===== src/rtl/ctrl_pipe_pkg.sv =====
// ctrl_pipe_pkg
// Shared definitions for the control-bundle pipeline: default bundle width,
// the bit positions of each decoded control field inside the bundle, a packed
// view of the bundle, and the per-slice update operation used by
// ctrl_pipe_stage.
// No ports (package).
package ctrl_pipe_pkg;

  localparam int CTRL_W_DEF = 16;

  // Single-bit field positions.
  localparam int MEM_READ_BIT      = 0;
  localparam int MEM_WRITE_BIT     = 1;
  localparam int ALU_SRC_BIT       = 2;
  localparam int REG_WRITE_BIT     = 3;
  localparam int MEM_TO_REG_BIT    = 4;
  localparam int CSR_REG_WRITE_BIT = 5;
  localparam int CSR_INST_BIT      = 6;

  // Multi-bit field ranges.
  localparam int ALU_OP_LSB   = 7;
  localparam int ALU_OP_MSB   = 8;
  localparam int CSR_CTRL_LSB = 9;
  localparam int CSR_CTRL_MSB = 12;
  localparam int RSVD_LSB     = 13;
  localparam int RSVD_MSB     = 15;

  // Packed view of the default 16-bit bundle, MSB first.
  typedef struct packed {
    logic [2:0] reserved;
    logic [3:0] csr_ctrl;
    logic [1:0] alu_op;
    logic       csr_inst;
    logic       csr_reg_write;
    logic       mem_to_reg;
    logic       reg_write;
    logic       alu_src;
    logic       mem_write;
    logic       mem_read;
  } ctrl_bundle_t;

  // What a slice does on the next edge.
  //   SLICE_LOAD      : take the upstream bundle and its valid bit
  //   SLICE_HOLD      : keep current contents (frozen)
  //   SLICE_BUBBLE_IN : take the upstream bundle as a bubble (valid 0)
  //   SLICE_KILL      : turn the current contents into a bubble
  typedef enum logic [1:0] {
    SLICE_LOAD      = 2'd0,
    SLICE_HOLD      = 2'd1,
    SLICE_BUBBLE_IN = 2'd2,
    SLICE_KILL      = 2'd3
  } slice_op_e;

  // True when the bundle touches data memory.
  function automatic logic is_mem_op(input ctrl_bundle_t b);
    return b.mem_read | b.mem_write;
  endfunction

  // True when the bundle writes any architectural register.
  function automatic logic writes_reg(input ctrl_bundle_t b);
    return b.reg_write | b.csr_reg_write;
  endfunction

endpackage


===== src/rtl/ctrl_pipe_stage.sv =====
// ctrl_pipe_stage
// One register slice of the control-bundle pipeline: bundle register, valid
// bit, and the flush / hold / bubble-injection mux in front of them.
// Ports:
//   clk, rst        clock, synchronous active-high reset
//   flush           kill this slice (current contents become a bubble)
//   hold            effective freeze of this slice (already rippled)
//   inject          load the upstream bundle as a bubble instead of as-is
//   ctrl_in         upstream bundle
//   valid_in        upstream valid bit
//   ctrl_out        registered bundle
//   valid_out       registered valid bit
module ctrl_pipe_stage
  import ctrl_pipe_pkg::*;
#(
  parameter int                CTRL_W      = CTRL_W_DEF,
  parameter logic [CTRL_W-1:0] BUBBLE_MASK = '1
) (
  input  logic              clk,
  input  logic              rst,
  input  logic              flush,
  input  logic              hold,
  input  logic              inject,
  input  logic [CTRL_W-1:0] ctrl_in,
  input  logic              valid_in,
  output logic [CTRL_W-1:0] ctrl_out,
  output logic              valid_out
);

  logic [CTRL_W-1:0] ctrl_q;
  logic [CTRL_W-1:0] ctrl_d;
  logic              valid_q;
  logic              valid_d;
  slice_op_e         op;

  // Flush beats hold: a killed slice must not survive a freeze.
  always_comb begin
    op      = SLICE_LOAD;
    ctrl_d  = ctrl_q;
    valid_d = valid_q;

    if (flush) begin
      op = SLICE_KILL;
    end else if (hold) begin
      op = SLICE_HOLD;
    end else if (inject) begin
      op = SLICE_BUBBLE_IN;
    end

    unique case (op)
      SLICE_KILL: begin
        ctrl_d  = ctrl_q & ~BUBBLE_MASK;
        valid_d = 1'b0;
      end
      SLICE_HOLD: begin
        ctrl_d  = ctrl_q;
        valid_d = valid_q;
      end
      SLICE_BUBBLE_IN: begin
        ctrl_d  = ctrl_in & ~BUBBLE_MASK;
        valid_d = 1'b0;
      end
      SLICE_LOAD: begin
        ctrl_d  = ctrl_in;
        valid_d = valid_in;
      end
    endcase
  end

  always_ff @(posedge clk) begin
    if (rst) begin
      ctrl_q  <= '0;
      valid_q <= 1'b0;
    end else begin
      ctrl_q  <= ctrl_d;
      valid_q <= valid_d;
    end
  end

  assign ctrl_out  = ctrl_q;
  assign valid_out = valid_q;

endmodule


===== src/rtl/ctrl_bubble_pipe.sv =====
// ctrl_bubble_pipe
// Carries decoded ID-stage control bundles through STAGES register slices,
// inserting bubbles on ID stall/NOP and honouring per-slice hold and flush.
// Also keeps saturating retire and bubble counters.
// Ports:
//   clk, rst     clock, synchronous active-high reset
//   ctrl_in      decoded control bundle from ID
//   stall, nop   ID hazard stall / NOP-or-branch-kill; bubble into slice 0
//   hold         per-slice freeze request
//   flush        per-slice kill
//   ctrl_out     slice i bundle at [i*CTRL_W +: CTRL_W]
//   valid_out    slice i holds a real instruction
//   retire       last slice valid and leaving this cycle (combinational)
//   retire_cnt   saturating count of retired instructions
//   bubble_cnt   saturating count of bubbles injected at ID
module ctrl_bubble_pipe
  import ctrl_pipe_pkg::*;
#(
  parameter int                CTRL_W      = CTRL_W_DEF,
  parameter int                STAGES      = 3,
  parameter logic [CTRL_W-1:0] BUBBLE_MASK = {CTRL_W{1'b1}},
  parameter int                CNT_W       = 32
) (
  input  logic                     clk,
  input  logic                     rst,
  input  logic [CTRL_W-1:0]        ctrl_in,
  input  logic                     stall,
  input  logic                     nop,
  input  logic [STAGES-1:0]        hold,
  input  logic [STAGES-1:0]        flush,
  output logic [STAGES*CTRL_W-1:0] ctrl_out,
  output logic [STAGES-1:0]        valid_out,
  output logic                     retire,
  output logic [CNT_W-1:0]         retire_cnt,
  output logic [CNT_W-1:0]         bubble_cnt
);

  logic [STAGES-1:0] eh;
  logic              eh_acc;
  logic [CTRL_W-1:0] slice_ctrl  [STAGES];
  logic              slice_valid [STAGES];
  logic              id_bubble;
  logic              bubble_evt;

  logic [CNT_W-1:0]  retire_cnt_q;
  logic [CNT_W-1:0]  retire_cnt_d;
  logic [CNT_W-1:0]  bubble_cnt_q;
  logic [CNT_W-1:0]  bubble_cnt_d;

  // A frozen slice freezes everything upstream of it, so the effective hold
  // ripples from the last slice back towards ID. A scalar accumulator keeps
  // this from looking like a combinational loop on eh itself.
  always_comb begin
    eh     = '0;
    eh_acc = 1'b0;
    for (int i = STAGES - 1; i >= 0; i--) begin
      eh_acc = eh_acc | hold[i];
      eh[i]  = eh_acc;
    end
  end

  assign id_bubble = stall | nop;

  for (genvar g = 0; g < STAGES; g++) begin : g_slice
    logic [CTRL_W-1:0] up_ctrl;
    logic              up_valid;
    logic              up_inject;

    if (g == 0) begin : g_head
      assign up_ctrl   = ctrl_in;
      assign up_valid  = 1'b1;
      assign up_inject = id_bubble;
    end else begin : g_body
      // A frozen predecessor is not advancing, so what this slice sees
      // must not count as a real instruction.
      assign up_ctrl   = slice_ctrl[g-1];
      assign up_valid  = slice_valid[g-1];
      assign up_inject = eh[g-1];
    end

    ctrl_pipe_stage #(
      .CTRL_W      (CTRL_W),
      .BUBBLE_MASK (BUBBLE_MASK)
    ) u_stage (
      .clk       (clk),
      .rst       (rst),
      .flush     (flush[g]),
      .hold      (eh[g]),
      .inject    (up_inject),
      .ctrl_in   (up_ctrl),
      .valid_in  (up_valid),
      .ctrl_out  (slice_ctrl[g]),
      .valid_out (slice_valid[g])
    );

    assign ctrl_out[g*CTRL_W +: CTRL_W] = slice_ctrl[g];
    assign valid_out[g]                 = slice_valid[g];
  end

  assign retire     = slice_valid[STAGES-1] & ~hold[STAGES-1] & ~flush[STAGES-1];
  assign bubble_evt = ~eh[0] & ~flush[0] & id_bubble;

  // Counters stick at all-ones instead of wrapping.
  always_comb begin
    retire_cnt_d = retire_cnt_q;
    bubble_cnt_d = bubble_cnt_q;
    if (retire && (retire_cnt_q != {CNT_W{1'b1}})) begin
      retire_cnt_d = retire_cnt_q + CNT_W'(1);
    end
    if (bubble_evt && (bubble_cnt_q != {CNT_W{1'b1}})) begin
      bubble_cnt_d = bubble_cnt_q + CNT_W'(1);
    end
  end

  always_ff @(posedge clk) begin
    if (rst) begin
      retire_cnt_q <= '0;
      bubble_cnt_q <= '0;
    end else begin
      retire_cnt_q <= retire_cnt_d;
      bubble_cnt_q <= bubble_cnt_d;
    end
  end

  assign retire_cnt = retire_cnt_q;
  assign bubble_cnt = bubble_cnt_q;

endmodule


===== config.mk =====
export PLATFORM = sky130hd
export DESIGN_NAME = ctrl_bubble_pipe
export DESIGN_NICKNAME = d
export VERILOG_FILES = /design/src/rtl/ctrl_pipe_pkg.sv /design/src/rtl/ctrl_pipe_stage.sv /design/src/rtl/ctrl_bubble_pipe.sv
export SDC_FILE = /design/constraint.sdc
export NUM_CORES = 1
export LEC_CHECK = 0
export BUFFER_PORTS_ARGS = -buffer_cell sky130_fd_sc_hd__buf_2
export CELL_PAD_IN_SITES_DETAIL_PLACEMENT = 1
export CELL_PAD_IN_SITES_GLOBAL_PLACEMENT = 1
export CORE_UTILIZATION = 41
export CTS_CLUSTER_SIZE = 24
export DETAILED_ROUTE_END_ITERATION = 16
export PLACE_DENSITY = 0.95
export REMOVE_ABC_BUFFERS = 1
export SYNTH_ARGS = -nofsm -noshare
export SYNTH_HDL_FRONTEND = slang
export SYNTH_SLANG_ARGS = --single-unit

===== constraint.sdc =====
create_clock -name clk -period 3.9 [get_ports clk]
set_input_delay 0.195 -clock clk [delete_from_list [all_inputs] [get_ports clk]]
set_output_delay 0.195 -clock clk [all_outputs]
set_load 0.02 [all_outputs]

==> key figures, run 1 <==
Status
  – Status: completed

Clock network
  – Longest Clk Path Bufs: 2
  – Clock slew at reported path FFs: 0.05 ns
  – # resized after CTS: 0
  – # clock sinks: 115
  – # Post-CTS Setup Buffers: 0
  – Num CTS Buffers: 17
  – CTS Hold Buffers Added: 0
  – CTS tree: yes
  – H-tree levels: 4
  – Clk_lat worst skew: 0.42 ns
  – Root Driver: clkbuf_16

Finish
  – Area growth syn-to-layout: 29.24%
  – Layout cells sized above 1: 27.79%
  – Nets: 749
  – Final Non-Filler Cells: 905
  – FF/Latch Area: 2302 um^2
  – Area of the multi-input gates: 2599 um^2
  – Final core utilization: 54.52%
  – Fill cells: 1,456

Yosys
  – Syn Inst Count: 587
  – Post-Syn Area: 5089 um^2
  – Warnings, synthesis: 0
  – Seq cells post-synth: 115
  – Yosys cell types: 49
  – Sequential element share of the synthesized area: 45.24%
  – Top_reg_cell synth: dfxtp_1
  – Ys async rst share: 0%
  – EDFF count, synth: 0
  – Syn Area/Cell: 8.669 um^2

Floorplanning
  – Starting Density: 42.19%
  – Core ar.: 12,060 um^2
  – Std-Cell Rows: 40
  – Die Y: 113.4 um
  – IO Pins: 142
  – Die width: 113.4 um
  – Die ar.: 12,860 um^2

Global routing
  – Total grt overflow: 0
  – All-Layer GR Usage: 27.67%
  – Initial antenna violation count: 3
  – Global-route wire length before repair: 28,090 um
  – Vias in the first global route: 5,515
  – Largest net degree at the start of global routing: 77

Flow run
  – Number of max-cap violations: 0

Placed design
  – Port Buf Inserts: 141
  – DPL Wire Length: 11,730 um
  – GP Congestion: 0.8841
  – Placed cells: 870

Worst setup path
  – WP data arrival: 3.05 ns
  – Setup crit end kind: flop
  – Startpoint types: flop
  – Critical path required time: 4.20 ns
  – Kind of critical path: reg -> reg
  – R2r startpoint: bubble_cnt[0]
  – R2R depth: 6
  – Reg2Reg Setup Slack: 1.15 ns
  – CP endpoint: bubble_cnt[5]
  – Crit-path max FO: 12
  – Critical R2R Capture: bubble_cnt[5]
  – CP Launch Point: bubble_cnt[0]

Timing
  – Rel. slew slack: 42.51%
  – Setup Viol. Count Final: 0
  – Final worst-path cycle share: 70.59%
  – Min Clock Period, post-route: 2.753 ns
  – Slew @ Worst Pin: 0.8572 ns
  – Hold_ws: 0.02737 ns
  – Post-Route Setup TNS: 0 ns
  – Unrepaired setup endpoints after global routing: no
  – Fin. max-slew vios: 0
  – Fmax achieved: 0.3632 GHz
  – Clk_skew: 0.009878 ns
  – Final Hold Fails: 0

Pwr
  – Switch Pwr: 610.2 uW
  – Clock share of power: 58.0%
  – Cell Int Power: 2364 uW
  – VDD IR max: 377.2 uV
  – Pwr Density: 452.2 nW/um^2
  – Gate power share: 2.4%
  – Sw Ratio: 20.52%
  – Total power: 2974 uW
  – Leakage power total: 0.002634 uW
  – Share of power burned in registers: 39.6%

Detailed routing
  – DRT Pass-1 Iters: 4
  – DRC: 0
  – WL/cell: 19.19 um
  – Via count: 5,289
  – Starting DRT DRC Count: 291
  – Final ANT Viol Nets: 0
  – Detailed Route WL: 17,370 um
  – Vias/cell: 5.844

Min path
  – Worst Hold Class: in -> reg
-- layer usage --
metal	GRT usage, %	up-vias	wire (um)
li1	-	2453	-
met1	31.37	2617	7036
met2	48.63	183	9053
met3	6.376	36	829
met4	14.39	0	448
met5	0	-	0
-- cell type report --
cell class / instances / share of cell area (%)
Multi-Input combinational cell: 428 / 39.52
Clock buffer: 23 / 7.724
Inverter: 11 / 0.6279
Timing Repair Buffer: 148 / 11.57
Sequential cell: 115 / 35.01
Clock inverter: 9 / 2.245
Tap cell: 168 / 3.196
Antenna cell: 3 / 0.1142
-- layout by cell type, fill, tap and decap left out, types with 4 or more instances in the layout --
cell type,netlist,layout
xor2_1,8,8
buf_2,3,140
clkbuf_8,0,6
clkbuf_16,0,17
a21oi_1,35,35
and4_1,6,6
or4_1,17,17
o21ai_0,24,24
a22oi_1,50,50
o31ai_1,13,13
inv_1,11,11
nor2_1,89,89
nor4_1,16,15
bufinv_16,0,4
clkinv_2,0,4
nor2b_1,14,14
or3_1,23,23
dfxtp_1,115,115
nand3_1,23,23
mux2_2,8,8
nor3_1,10,9
a211oi_1,5,5
nand4_1,24,24
nand2_1,24,24
and3_1,4,4
xnor2_1,4,4
buf_4,4,8
-- power groups by stage --
stage               registers [uW]  clock network (uW)  logic [uW]
global route                  1180                1800        77.0
floorplan                     1200                   0        18.4
global placement              1200                   0        68.0
CTS                           1180                1750        72.0
finish                        1180                1720        71.5
detailed placement            1200                   0        71.5
-- cell families (layout without fill, tap and decap cells) --
logic type | count (synthesis) | after routing | synth area share (%)
compound gates | 135 | 135 | 17.33
xor+xnor | 12 | 12 | 2.065
fa+ha+maj | 2 | 2 | 0.4917
buf+inv | 44 | 191 | 3.909
flops | 115 | 115 | 45.24
mux | 12 | 12 | 2.631
other cells | 0 | 3 | 0
simple gates | 267 | 267 | 28.33
-- worst max-delay path, stage by stage (launching register included) --
cell,delay (ns)
dfxtp_1,0.42
ha_1,0.20
nand3_1,0.25
or4_4,0.54
o31ai_2,0.77
nor3_1,0.11
mux2_1,0.35
-- sequential cells by signal, indices dropped and copies added (netlist names) --
signal,count
g_slice.u_stage.valid_out,3
retire_cnt,32
bubble_cnt,32
g_slice.u_stage.ctrl_out,48
-- stage by stage --
stage / area (um^2) / setup slack (ns)
2_1_floorplan: 4931 / 1.437
3_3_place_gp: 5913 / 1.406
3_5_place_dp: 5913 / 1.234
4_1_cts: 6569 / 1.187
5_1_grt: 6576 / 0.9476
6_report: 6576 / 1.147
-- worst min path at each step --
stage | start | endpoint | slack, ns | depth (start not counted)
final | ctrl_in[1] | g_slice[0].u_stage.ctrl_out[1] | 0.03 | 3
after global routing | ctrl_in[8] | g_slice[0].u_stage.ctrl_out[8] | 0.05 | 3
after CTS | ctrl_in[1] | g_slice[0].u_stage.ctrl_out[1] | 0.01 | 3
after detailed placement | ctrl_in[1] | g_slice[0].u_stage.ctrl_out[1] | 0.45 | 3
after global placement | ctrl_in[1] | g_slice[0].u_stage.ctrl_out[1] | 0.44 | 3
after floorplan | rst | bubble_cnt[11] | 0.26 | 1
-- synth_stat cells (10+ instances only) --
cell type  count  area share, %
nand3_1       23            2.3
a21oi_1       35            3.4
a22oi_1       50            7.4
clkbuf_1      22            1.6
o21ai_0       24            2.4
or4_1         17            2.5
dfxtp_1      115             45
nand4_1       24            3.0
nor2b_1       14            1.7
nor4_1        16            2.0
nor3_1        10           0.98
inv_1         11           0.81
o31ai_1       13            1.9
nor2_1        89            6.6
nand2_1       24            1.8
or3_1         23            2.8
Power figures use the tool's default switching activity.
==> run 2: changes to the inputs <==
--- a/config.mk
+++ b/config.mk
@@ -5,13 +5,14 @@
 export SDC_FILE = /design/constraint.sdc
 export NUM_CORES = 1
 export LEC_CHECK = 0
+export ABC_AREA = 1
 export BUFFER_PORTS_ARGS = -buffer_cell sky130_fd_sc_hd__buf_2
 export CELL_PAD_IN_SITES_DETAIL_PLACEMENT = 1
 export CELL_PAD_IN_SITES_GLOBAL_PLACEMENT = 1
-export CORE_UTILIZATION = 41
+export CORE_UTILIZATION = 38
 export CTS_CLUSTER_SIZE = 24
 export DETAILED_ROUTE_END_ITERATION = 16
-export PLACE_DENSITY = 0.95
+export PLACE_DENSITY = 0.93
 export REMOVE_ABC_BUFFERS = 1
 export SYNTH_ARGS = -nofsm -noshare
 export SYNTH_HDL_FRONTEND = slang
==> constraint.sdc (replaced) <==
create_clock -name clk -period 2.7 [get_ports clk]
set_input_delay 0.135 -clock clk [delete_from_list [all_inputs] [get_ports clk]]
set_output_delay 0.135 -clock clk [all_outputs]
set_load 0.02 [all_outputs]
==> key figures, run 2 <==
Yosys
  – Post-Syn Area: 6000 um^2
  – Leading area contributor after synthesis: dfxtp_1
  – Most frequent cell after synthesis: nand2_1
  – Top_reg_cell synth: dfxtp_1
  – Ys async rst share: 0%
  – Post-synth top cells: nand2_1, nor2_1, dfxtp_1, nand3_1, a21oi_1
  – Syn Inst Count: 911
  – Warnings, synthesis: 0
  – Sequential element share of the synthesized area: 38.37%
  – Synth area leaders: dfxtp_1, nand2_1, nor2_1
  – Area share of the largest cell type after synthesis: 38.37%
  – Syn Area/Cell: 6.586 um^2
  – Seq cells post-synth: 115
  – EDFF count, synth: 0
  – Yosys cell types: 30

Timing
  – Setup Viol. Count Final: 0
  – Worst Setup Slack, final: 0.6206 ns
  – Rel. slew slack: 36.19%
  – Fmax achieved: 0.4809 GHz
  – Post-Route Setup TNS: 0 ns
  – Final worst-path cycle share: 77.01%
  – Clk_skew: 0.009406 ns
  – Unrepaired setup endpoints after global routing: no
  – Final Hold Fails: 0
  – Slew @ Worst Pin: 0.9571 ns
  – Min Clock Period, post-route: 2.079 ns
  – Fin. max-slew vios: 0

Global routing
  – Global-route wire length before repair: 35,520 um
  – Met1 GRT Util: 32.77%
  – Routing usage on met2: 48.57%
  – GR Util met3: 6.093%
  – All-Layer GR Usage: 27.83%
  – Total grt overflow: 0
  – Vias in the first global route: 6,822
  – Grt peak-use layer: met2
  – Initial antenna violation count: 1
  – Largest net degree at the start of global routing: 81

Worst setup path
  – Critical R2R Capture: retire_cnt[13]
  – Startpoint types: flop
  – WP data arrival: 2.41 ns
  – Slowest cell on the critical path: dfxtp_1
  – Reg2Reg Setup Slack: 0.62 ns
  – Crit path top cell by count: nand2_4
  – Worst path cell trace: ha_1, nand2_2, nor2_4, nand2_4, nor2_8, nand3_4, nand2_4, nand2_1, a21oi_1
  – Kind of critical path: reg -> reg
  – Crit-path max FO: 23
  – R2r startpoint: retire_cnt[0]
  – Cell family with most CP delay: simple AND/OR/NAND/NOR gates
  – WP buf/inv: 0
  – R2R depth: 9
  – Setup crit end kind: flop
  – Critical path's largest stage delay: 0.40 ns
  – Critical path required time: 3.03 ns

Finish
  – Fill cells: 2,089
  – Layout cells sized above 1: 20.99%
  – Area growth syn-to-layout: 26.40%
  – Commonest non-fill, non-tap cell in the layout: nand2_1
  – Nets: 1,084
  – Max reg flops: 48
  – Commonest cells after routing, fill and taps aside: nand2_1, nor2_1, buf_2

Detailed routing
  – Starting DRT DRC Count: 438
  – Vias/cell: 5.276
  – Via count: 6,748
  – Final ANT Viol Nets: 0
  – DRC: 0
  – DRT Pass-1 Iters: 4
  – WL/cell: 17.01 um
  – Detailed Route WL: 21,750 um

Floorplanning
  – Std-Cell Rows: 45
  – Die Y: 127.7 um
  – Die ar.: 16,290 um^2
  – Starting Density: 39.17%
  – Die width: 127.7 um
  – Core ar.: 15,310 um^2
  – IO Pins: 142

Pwr
  – Pwr Density: 561.2 nW/um^2
  – Leakage power total: 0.003227 uW
  – VDD IR max: 467.0 uV

Clock network
  – Num CTS Buffers: 17
  – # clock sinks: 115
  – CTS tree: yes
  – Clk_lat worst skew: 0.42 ns
  – Root Driver: clkbuf_16
  – # resized after CTS: 0
  – H-tree levels: 4
  – Longest Clk Path Bufs: 2
  – Clock slew at reported path FFs: 0.06 ns

Status
  – Status: completed

Min path
  – Worst Hold Class: in -> reg
  – Min-delay src: ctrl_in[6]
  – WHS Path Cells: 3
  – WHS Endpoint: g_slice[0].u_stage.ctrl_out[6]

Flow run
  – Number of max-cap violations: 0

Placed design
  – Port Buf Inserts: 141
  – GP Congestion: 0.9141
  – DPL Wire Length: 14,510 um
  – Setup WS pre-CTS: 0.6293 ns
-- run 2: cells by family (layout without fill, tap and decap cells) --
kind of cell / Yosys count / after routing / synth area share, %
simple gates: 575 / 575 / 42.40
xor+xnor: 20 / 20 / 2.920
flops: 115 / 115 / 38.37
compound gates: 88 / 88 / 7.779
other cells: 0 / 1 / 0
buf+inv: 111 / 267 / 8.112
fa+ha+maj: 2 / 2 / 0.4170
-- run 2: timing repair --
action,CTS,global route
endpoints found under the hold margin,13,0
hold buffers,13,0
buffers inserted,0,0
-- run 2: worst min-delay path, stage by stage --
cell	delay, ns
buf_2	0.11
nand2_1	0.07
a21oi_1	0.07
-- run 2: worst max-delay path by stage --
| stage | cells after the start | startpoint | slack (ns) | to |
|---|---|---|---|---|
| floorplan | 10 | bubble_cnt[0] | 0.59 | bubble_cnt[1] |
| global placement | 10 | bubble_cnt[0] | 0.78 | bubble_cnt[7] |
| detailed placement | 10 | bubble_cnt[0] | 0.63 | bubble_cnt[3] |
| CTS | 10 | bubble_cnt[0] | 0.64 | bubble_cnt[3] |
| global route | 10 | bubble_cnt[0] | 0.41 | bubble_cnt[4] |
| finish | 9 | retire_cnt[0] | 0.62 | retire_cnt[13] |
-- run 2: metrics by stage --
step	instances	total power (uW)	instance area, um^2	utilization [%]	hold slack [ns]
after CTS	1278	4274	7581	49.50	0.01111
after global placement	1235	1867	6828	44.58	0.3858
final	1279	4256	7584	49.52	0.02363
after detailed placement	1235	1871	6828	44.58	0.3941
after floorplan	874	1793	5791	-	0.1974
after global routing	1279	4383	7584	49.52	0.02138
-- run 2: where the power goes --
part | internal, uW | total [uW] | switching (uW)
Combinational | 45.2 | 146 | 101
Clock | 1600 | 2400 | 803
Sequential | 1700 | 1710 | 5.43
Total | 3350 | 4260 | 909
-- run 2: metal layers --
metal / routed length, um / vias up
met2: 10830 / 204
met5: 0 / -
li1: - / 3209
met3: 995 / 58
met1: 9167 / 3277
met4: 760 / 0
-- run 2: cell type report --
class                      count  area, um^2  share of cell area [%]
multi-input combinational    685        3211                   42.34
sequential                   115        2302                   30.36
timing repair buffer         163       903.4                   11.91
clock buffer                  20       466.7                   6.154
inverter                      74       277.8                   3.663
tap                          211       264.0                   3.481
clock inverter                10       156.4                   2.062
antenna                        1       2.502                 0.03300
==> run 3: changes to the inputs <==
--- a/config.mk
+++ b/config.mk
@@ -5,14 +5,14 @@
 export SDC_FILE = /design/constraint.sdc
 export NUM_CORES = 1
 export LEC_CHECK = 0
-export ABC_AREA = 1
+export ABC_AREA = 0
 export BUFFER_PORTS_ARGS = -buffer_cell sky130_fd_sc_hd__buf_2
 export CELL_PAD_IN_SITES_DETAIL_PLACEMENT = 1
 export CELL_PAD_IN_SITES_GLOBAL_PLACEMENT = 1
-export CORE_UTILIZATION = 38
+export CORE_UTILIZATION = 35
 export CTS_CLUSTER_SIZE = 24
 export DETAILED_ROUTE_END_ITERATION = 16
-export PLACE_DENSITY = 0.93
+export PLACE_DENSITY = 0.89
 export REMOVE_ABC_BUFFERS = 1
 export SYNTH_ARGS = -nofsm -noshare
 export SYNTH_HDL_FRONTEND = slang
==> constraint.sdc (replaced) <==
create_clock -name clk -period 1.81 [get_ports clk]
set_input_delay 0.0905 -clock clk [delete_from_list [all_inputs] [get_ports clk]]
set_output_delay 0.0905 -clock clk [all_outputs]
set_load 0.02 [all_outputs]
==> key figures, run 3 (synthesis results as in run 1) <==
Timing
  – Unrepaired setup endpoints after global routing: yes
  – Fin. max-slew vios: 0
  – Worst Setup Slack, final: -0.3736 ns
  – Final worst-path cycle share: 120.6%
  – Hold_ws: 0.2121 ns
  – Slew @ Worst Pin: 0.9807 ns
  – Clk_skew: 0.01203 ns
  – Fmax achieved: 0.4580 GHz
  – Post-Route Setup TNS: -12.62 ns
  – Setup Viol. Count Final: 62
  – Rel. slew slack: 34.62%
  – Final Hold Fails: 0
  – Min Clock Period, post-route: 2.184 ns

Floorplanning
  – Std-Cell Rows: 43
  – Die width: 122.6 um
  – Core ar.: 14,040 um^2
  – Starting Density: 36.24%
  – Die Y: 122.6 um
  – IO Pins: 142
  – Die ar.: 15,020 um^2

Global routing
  – Initial antenna violation count: 1
  – Vias in the first global route: 6,633
  – Global-route wire length before repair: 36,340 um
  – Largest net degree at the start of global routing: 77
  – All-Layer GR Usage: 31.83%
  – Total grt overflow: 0

Placed design
  – Port Buf Inserts: 141
  – Placed cells: 1,015
  – Post-DP Area: 6964 um^2
  – DPL Wire Length: 13,390 um
  – GP Congestion: 0.8549

Status
  – Status: finished with violations
  – Failing checks: negative setup slack

Finish
  – Max reg flops: 48
  – Final Non-Filler Cells: 1,111
  – Fill cells: 1,571
  – Commonest non-fill, non-tap cell in the layout: buf_4
  – Area growth syn-to-layout: 77.97%
  – Layout cells sized above 1: 57.96%
  – Nets: 945
  – Commonest cells after routing, fill and taps aside: buf_4, buf_2, nor2_1, dfxtp_1, a22oi_1
  – Final Instance Area: 9056 um^2

Clock network
  – CTS tree: yes
  – Num CTS Buffers: 17
  – Longest Clk Path Bufs: 2
  – Root Driver: clkbuf_16
  – Clock slew at reported path FFs: 0.06 ns
  – Clk_lat worst skew: 0.42 ns
  – H-tree levels: 4
  – # clock sinks: 115

Worst setup path
  – Critical path required time: 2.16 ns
  – Kind of critical path: reg -> reg
  – Crit-path max FO: 4
  – Startpoint types: flop
  – Setup crit end kind: flop
  – WP data arrival: 2.53 ns

Detailed routing
  – DRT Pass-1 Iters: 5
  – Starting DRT DRC Count: 468
  – Via count: 6,528
  – Final ANT Viol Nets: 0
  – DRC: 0
  – WL/cell: 24.07 um
  – Vias/cell: 5.876
  – Detailed Route WL: 26,740 um

Pwr
  – Leakage power total: 0.003822 uW
  – Total power: 5975 uW
  – Pwr Density: 659.8 nW/um^2
  – VDD IR max: 737.1 uV

Flow run
  – Number of max-cap violations: 0

Min path
  – Worst Hold Class: in -> reg
[run 3: power by group]
| group | internal, uW | leakage, uW | total, uW | switching [uW] |
|---|---|---|---|---|
| clock | 1920 | 0.000258 | 3210 | 1290 |
| combinational | 88.7 | 0.00262 | 230 | 142 |
| sequential | 2530 | 0.000945 | 2540 | 2.59 |
| total | 4540 | 0.00382 | 5980 | 1430 |
[run 3: layout make-up]
type	count	area, um^2	area share [%]
Multi-Input combinational cell	428	3393	37.47
Timing Repair Buffer	344	2491	27.51
Sequential cell	115	2347	25.92
Clock buffer	20	446.7	4.932
Tap cell	180	225.2	2.487
Clock inverter	12	108.9	1.202
Inverter	11	41.29	0.4559
Antenna cell	1	2.502	0.02763
[run 3: worst paths after layout]
check                                  from                              to  slack [ns]  depth (start not counted)
max                           retire_cnt[2]                  retire_cnt[28]       -0.37                          8
min                                   stall    g_slice[0].u_stage.valid_out        0.21                          5
max reg2reg                   retire_cnt[2]                  retire_cnt[28]       -0.37                          8
min reg2reg  g_slice[2].u_stage.ctrl_out[2]  g_slice[2].u_stage.ctrl_out[2]        0.50                          2
[run 3: routing by layer]
layer | track usage, % | vias to the layer above | share of wire, %
li1 | - | 2843 | -
met3 | 5.855 | 115 | 4.7
met1 | 34.82 | 3282 | 38
met2 | 58.04 | 288 | 52
met4 | 16.62 | 0 | 5.3
met5 | 0 | - | 0
[run 3: critical path, stage by stage, from the launching register on]
cell and delay [ns]:
dfxtp_2 0.34, nand4_1 0.13, buf_6 0.16, buf_6 0.12
buf_6 0.11, nor4_4 0.33, nand3_2 0.19, or4_4 0.58
a21oi_2 0.14
[run 3: stage by stage]
step,utilization [%],setup WS (ns)
final,64.49,-0.3736
after global placement,49.59,-0.2172
after global routing,64.49,-0.3843
after floorplan,-,-0.6534
after CTS,59.85,-0.2143
after detailed placement,49.59,-0.3853
[run 3: repair_timing]
| action | CTS | global route |
|---|---|---|
| gates resized for setup | 142 | 110 |
| cloned | 2 | 0 |
| hold endpoints to repair | 16 | 0 |
| setup buffers | 17 | 33 |
| setup endpoints to repair | 61 | 65 |
| hold buffers | 16 | 0 |
| pin swaps | 75 | 57 |
